===== src/rtl/punc_mem_defs.sv =====
// Shared state encoding and defaults for the PUnC memory access sequencer.
package punc_mem_defs;

  typedef enum logic [2:0] {
    StIdle = 3'd0,
    StReq  = 3'd1,
    StWait = 3'd2,
    StDone = 3'd3,
    StErr  = 3'd4
  } state_e;

  localparam int unsigned DefaultTimeout = 15;

  function automatic logic st_busy(state_e s);
    return s != StIdle;
  endfunction

  function automatic logic st_counting(state_e s);
    return (s == StReq) || (s == StWait);
  endfunction

endpackage


===== src/rtl/punc_mem_timeout.sv =====
// Cycle counter for the REQ+WAIT phase; expire_o flags the last allowed cycle.
module punc_mem_timeout #(
  parameter int unsigned Timeout = punc_mem_defs::DefaultTimeout
) (
  input  logic clk_i,
  input  logic rst_ni,
  input  logic clr_i,
  input  logic en_i,
  output logic expire_o
);

  localparam int unsigned CntW = (Timeout > 2) ? $clog2(Timeout) : 1;
  localparam logic [CntW-1:0] LastCnt = CntW'(Timeout - 1);

  logic [CntW-1:0] cnt_q, cnt_d;

  always_comb begin
    cnt_d = cnt_q;
    if (clr_i) begin
      cnt_d = '0;
    end else if (en_i) begin
      cnt_d = cnt_q + CntW'(1);
    end
  end

  always_ff @(posedge clk_i or negedge rst_ni) begin
    if (!rst_ni) begin
      cnt_q <= '0;
    end else begin
      cnt_q <= cnt_d;
    end
  end

  assign expire_o = en_i && (cnt_q == LastCnt);

endmodule


===== src/rtl/punc_mem_seq.sv =====
// Sequencer turning level-held PUnC read/write strobes into a req/gnt/rvalid
// memory transaction, with registered read data, done pulse and timeout abort.
module punc_mem_seq
  import punc_mem_defs::*;
#(
  parameter int unsigned AddrW   = 16,
  parameter int unsigned DataW   = 16,
  parameter int unsigned Timeout = DefaultTimeout
) (
  input  logic             clk_i,
  input  logic             rst_ni,
  input  logic             cpu_rd_i,
  input  logic             cpu_wr_i,
  input  logic [AddrW-1:0] cpu_addr_i,
  input  logic [DataW-1:0] cpu_wdata_i,
  output logic             cpu_done_o,
  output logic             cpu_err_o,
  output logic [DataW-1:0] cpu_rdata_o,
  output logic             busy_o,
  output logic             err_sticky_o,
  input  logic             err_clr_i,
  output logic             mem_req_o,
  output logic             mem_we_o,
  output logic [AddrW-1:0] mem_addr_o,
  output logic [DataW-1:0] mem_wdata_o,
  input  logic             mem_gnt_i,
  input  logic             mem_rvalid_i,
  input  logic [DataW-1:0] mem_rdata_i
);

  state_e           state_q;
  logic             mem_req_q;
  logic             mem_we_q;
  logic [AddrW-1:0] mem_addr_q;
  logic [DataW-1:0] mem_wdata_q;
  logic             cpu_done_q;
  logic             cpu_err_q;
  logic [DataW-1:0] cpu_rdata_q;
  logic             illegal_q;
  logic             err_sticky_q;
  logic             expire;

  punc_mem_timeout #(
    .Timeout (Timeout)
  ) u_timeout (
    .clk_i    (clk_i),
    .rst_ni   (rst_ni),
    .clr_i    (state_q == StIdle),
    .en_i     (st_counting(state_q)),
    .expire_o (expire)
  );

  always_ff @(posedge clk_i or negedge rst_ni) begin
    if (!rst_ni) begin
      state_q      <= StIdle;
      mem_req_q    <= 1'b0;
      mem_we_q     <= 1'b0;
      mem_addr_q   <= '0;
      mem_wdata_q  <= '0;
      cpu_done_q   <= 1'b0;
      cpu_err_q    <= 1'b0;
      cpu_rdata_q  <= '0;
      illegal_q    <= 1'b0;
      err_sticky_q <= 1'b0;
    end else begin
      cpu_done_q <= 1'b0;
      cpu_err_q  <= 1'b0;
      // Clear first so a same-cycle error set below takes priority.
      if (err_clr_i) begin
        err_sticky_q <= 1'b0;
      end

      unique case (state_q)
        StIdle: begin
          if (cpu_rd_i || cpu_wr_i) begin
            mem_addr_q  <= cpu_addr_i;
            mem_wdata_q <= cpu_wdata_i;
            mem_we_q    <= cpu_wr_i;
            illegal_q   <= cpu_rd_i && cpu_wr_i;
            mem_req_q   <= 1'b1;
            state_q     <= StReq;
          end
        end

        StReq: begin
          if (mem_gnt_i) begin
            mem_req_q <= 1'b0;
            if (mem_we_q) begin
              cpu_done_q <= 1'b1;
              cpu_err_q  <= illegal_q;
              state_q    <= StDone;
            end else begin
              state_q <= StWait;
            end
          end else if (expire) begin
            mem_req_q  <= 1'b0;
            cpu_done_q <= 1'b1;
            cpu_err_q  <= 1'b1;
            state_q    <= StErr;
          end
        end

        StWait: begin
          if (mem_rvalid_i) begin
            cpu_rdata_q <= mem_rdata_i;
            cpu_done_q  <= 1'b1;
            cpu_err_q   <= illegal_q;
            state_q     <= StDone;
          end else if (expire) begin
            cpu_done_q <= 1'b1;
            cpu_err_q  <= 1'b1;
            state_q    <= StErr;
          end
        end

        StDone: begin
          if (illegal_q) begin
            err_sticky_q <= 1'b1;
          end
          state_q <= StIdle;
        end

        StErr: begin
          err_sticky_q <= 1'b1;
          state_q      <= StIdle;
        end

        default: begin
          mem_req_q <= 1'b0;
          state_q   <= StIdle;
        end
      endcase
    end
  end

  assign busy_o       = st_busy(state_q);
  assign cpu_done_o   = cpu_done_q;
  assign cpu_err_o    = cpu_err_q;
  assign cpu_rdata_o  = cpu_rdata_q;
  assign err_sticky_o = err_sticky_q;
  assign mem_req_o    = mem_req_q;
  assign mem_we_o     = mem_we_q;
  assign mem_addr_o   = mem_addr_q;
  assign mem_wdata_o  = mem_wdata_q;

endmodule


===== config.mk =====
export PLATFORM = sky130hd
export DESIGN_NAME = punc_mem_seq
export DESIGN_NICKNAME = d
export VERILOG_FILES = /design/src/rtl/punc_mem_defs.sv /design/src/rtl/punc_mem_timeout.sv /design/src/rtl/punc_mem_seq.sv
export SDC_FILE = /design/constraint.sdc
export NUM_CORES = 1
export LEC_CHECK = 0
export BUFFER_PORTS_ARGS = -buffer_cell sky130_fd_sc_hd__buf_2
export CORE_UTILIZATION = 45
export CTS_CLUSTER_SIZE = 24
export DETAILED_ROUTE_END_ITERATION = 6
export PLACE_DENSITY = 0.79
export SYNTH_ARGS = -nofsm -noshare
export SYNTH_HDL_FRONTEND = slang
export SYNTH_SLANG_ARGS = --single-unit

===== constraint.sdc =====
create_clock -name clk_i -period 1.85 [get_ports clk_i]
set_input_delay 0.185 -clock clk_i [delete_from_list [all_inputs] [get_ports clk_i]]
set_output_delay 0.185 -clock clk_i [all_outputs]
set_load 0.02 [all_outputs]

==> impl_table.tex <==
\begin{tabular}{lr}
\hline
Metric & Value \\
\hline
\multicolumn{2}{l}{\textbf{Outcome}} \\
Result of the run & finished clean \\
\multicolumn{2}{l}{\textbf{Synthesis}} \\
Syn Std Cell Area & between 2000 and 3000 sq um \\
Cell type with the highest aggregate area in the netlist & sky130\_fd\_sc\_hd\_\_dfrtp\_1 \\
Number of warnings printed during yosys synthesis & 0 \\
Main area contributors after synthesis & sky130\_fd\_sc\_hd\_\_dfrtp\_1, sky130\_fd\_sc\_hd\_\_mux2\_4, sky130\_fd\_sc\_hd\_\_mux2\_2 \\
Number of cells produced by synthesis & 179 \\
Post-synthesis sequential element count & 61 \\
EDFF count, synth & 0 \\
Number of distinct library cell variants in the gate-level netlist after synthesis & 44 \\
Post-synth top flop & sky130\_fd\_sc\_hd\_\_dfrtp\_1 \\
Synth top area share & 56.3\% \\
Async S/R FF share, synth & 100\% \\
Mean instance size in the synthesized netlist & 15.2 sq um \\
Synth Net Count & 236 \\
Sequential area share after synthesis & between 50\% and 60\% \\
Most frequent cell after synthesis & sky130\_fd\_sc\_hd\_\_dfrtp\_1 \\
Top cells by instance count after synthesis & sky130\_fd\_sc\_hd\_\_dfrtp\_1, sky130\_fd\_sc\_hd\_\_mux2\_4, sky130\_fd\_sc\_hd\_\_a21oi\_1, sky130\_fd\_sc\_hd\_\_mux2\_2 \\
\multicolumn{2}{l}{\textbf{Detailed routing}} \\
DRT iter0 DRCs & 62 \\
Final ANT Viol Nets & 0 \\
Post-detailed-route via-to-cell ratio & just under 5 \\
DRT Wirelength & approximately 5700 microns \\
Count of vias placed by the detailed router & 1866 \\
Average wire per cell in the routed design & 15.2 microns \\
Total DRC errors in the routed layout & 0 \\
Count of TritonRoute iterations in the first routing pass & 5 \\
\multicolumn{2}{l}{\textbf{STA}} \\
Final worst-path cycle share & 86.3\% \\
Final-report setup violation count & 0 \\
Total Negative Setup Slacks & 0 ns \\
Max-slew violation count & 0 \\
Worst-case hold slack & 0.0830 ns \\
Total count of hold-check failures in the final report & 0 \\
RSZ-0062 raised after global routing & no \\
Slew of the pin with the lowest slew margin & 0.421 ns \\
Peak clock frequency supported by timing & 627 MHz \\
Worst relative slew slack & 71.9\% \\
Worst Clk Skew & 0.0101 ns \\
Final worst-path setup slack & approximately 0.25 ns \\
Post-layout minimum cycle time & about 1.6 ns \\
\multicolumn{2}{l}{\textbf{Hold path}} \\
Number of stages on the worst hold path & 2 \\
Class of the most critical hold timing path & in -> reg \\
Worst hold path startpoint & mem\_rdata\_i[2] \\
Worst Hold End & cpu\_rdata\_o[2] \\
\multicolumn{2}{l}{\textbf{Power and ir drop}} \\
Reported leakage power & 1.83 nW \\
Peak supply drop & 941 uV \\
Post-route total power & 6.72 mW \\
Ratio of total power to cell area & 1880 nW/um\^{}2 \\
\multicolumn{2}{l}{\textbf{Clock network}} \\
CTS-repair resized insts & 0 \\
Root buffer cell & sky130\_fd\_sc\_hd\_\_clkbuf\_8 \\
TritonCTS Buffers & 9 \\
Number of sinks on the clock net & 61 \\
Clock edge transition at the registers on the reported setup and hold paths & 0.07 ns \\
CTS tree & built \\
Setup fix buffers added after clock tree synthesis & 0 \\
Clock latency on the worst-skew pair & 0.33 ns \\
H-tree depth & 3 \\
Hold-fix buffers, CTS & 1 \\
Maximum buffer depth of the clock tree & 2 \\
\multicolumn{2}{l}{\textbf{Placement}} \\
Estimated wirelength of the detail-placed design & 4160 microns \\
Input/output buffers & about 110 \\
Worst setup slack after placement & $\sim$0.26 ns \\
Routability congestion estimate & 0.883 \\
\multicolumn{2}{l}{\textbf{Layout}} \\
Ratio of cells with drive above 1 in the final layout & 60.2\% \\
Final-layout fill cell count & around 420 \\
Util after Layout & between 60\% and 70\% \\
Number of antenna diodes & 0 \\
Net count, final & 356 \\
Area Growth Syn to Fin & 31.5\% \\
\multicolumn{2}{l}{\textbf{Worst setup path}} \\
FF-to-FF Start & state\_q[1] \\
Register-to-register path setup slack & between 0.2 and 0.3 ns \\
CP Launch Type & flip-flop \\
Critical-path cell with the highest stage delay & sky130\_fd\_sc\_hd\_\_dfrtp\_1 \\
Maximum cell stage delay along the critical path & 0.52 ns \\
Kind of critical path & reg -> reg \\
Worst EP required & roughly 2.1 ns \\
Cell count of the worst reg-to-reg path & 4 \\
Cell chain of the critical path & and2b\_4 -> and3\_1 -> buf\_12 -> mux2\_2 \\
Critical Path Sink Type & flip-flop \\
Data arrival, critical path & between 1.5 and 2 ns \\
Crit-path max FO & 16 \\
Reg-to-reg endpoint & cpu\_rdata\_o[9] \\
\multicolumn{2}{l}{\textbf{Global routing}} \\
Remaining Overflow, GRT & 0 \\
GRT Total Usage & 18.8\% \\
First-pass GRT wire length & between 8000 and 9000 microns \\
Antenna violations before repair & 0 \\
Number of global-route vias before repair & between 1.5k and 2k \\
Maximum number of pins on one net before global-route repair & 33 \\
\multicolumn{2}{l}{\textbf{Floorplan}} \\
Overall die width & 79.6 microns \\
I/O pins & 109 \\
Die footprint & 6340 sq um \\
Core Region & approximately 5600 sq um \\
Initial core utilization & 48.1\% \\
Vertical extent of the die & 79.6 microns \\
Placement row count & 27 \\
\multicolumn{2}{l}{\textbf{Run}} \\
Max-cap violations & 0 \\
\hline
\end{tabular}
## flip-flops by register name (all words and copies together) (netlist names)
name	count
illegal_q	1
cpu_err_o	1
mem_addr_o	16
mem_req_o	1
mem_wdata_o	16
err_sticky_o	1
cpu_rdata_o	16
state_q	3
mem_we_o	1
u_timeout.cnt_q	4
cpu_done_o	1
## where the power goes
part | internal [mW] | leakage (nW) | switching [mW] | total, mW
sequential | 1.98 | 0.734 | 0.393 | 2.37
clock | 0.613 | 0.0987 | 0.494 | 1.11
combinational | 1.61 | 1.00 | 1.63 | 3.24
total | 4.21 | 1.83 | 2.51 | 6.72
## stage by stage
| step | instance area [sq um] | instances |
|---|---|---|
| after global placement | 3370 | 359 |
| after CTS | 3570 | 376 |
| after floorplan | 2710 | 179 |
| after detailed placement | 3370 | 359 |
| after global routing | 3570 | 376 |
| final | 3570 | 376 |
## worst max-delay path by stage
stage	to	depth (start not counted)	startpoint	slack, ns
finish	cpu_rdata_o[9]	4	state_q[1]	0.25
global route	cpu_rdata_o[9]	4	state_q[1]	0.19
CTS	cpu_rdata_o[9]	4	state_q[1]	0.25
detailed placement	cpu_rdata_o[9]	4	state_q[1]	0.26
global placement	cpu_rdata_o[7]	4	state_q[0]	0.29
floorplan	mem_addr_o[0]	5	state_q[1]	0.33
## cells by family after synthesis
logic type	Yosys count	share of synthesized area, %
and+or+nand+nor	27	6.14
buffers and inverters	14	3.78
muxes	49	25.7
adders and majority gates	4	1.66
DFF	61	56.3
AOI/OAI and AO/OA	24	6.46
## final cells by class
cell class | count | area (sq um) | area share (%)
Sequential cell | 61 | 1530 | 42.8
Multi-Input combinational cell | 104 | 1080 | 30.4
Timing Repair Buffer | 118 | 656 | 18.4
Clock buffer | 9 | 124 | 3.47
Tap cell | 72 | 90.1 | 2.53
Clock inverter | 7 | 66.3 | 1.86
Inverter | 5 | 18.8 | 0.526
## layer usage
metal | share of wire (%) | global-route usage, %
met2 | 47 | 31.2
met5 | 0 | 0
met3 | 7.4 | 6.06
met1 | 45 | 23.5
met4 | 0.75 | 4.91
## placed cells by master (no fill, tap or decap), drive strengths merged, types with 2 or more instances in the layout
cell      n
a21oi     6
and2b     2
and3      2
buf     117
clkbuf    9
clkinv    5
dfrtp    61
ha        2
inv       5
maj3      2
mux2     48
nand2     5
nand3     3
nor2      2
nor2b     3
nor3      2
o21ai     5
o21bai    2
or3b      2
## critical path, delay by kind of cell (launching register included)
family                 cells  cell delay (ns)
and+or+nand+nor            2             0.45
buffers and inverters      1             0.17
muxes                      1             0.35
DFF                        1             0.52
(Power assumes the default switching activity.)
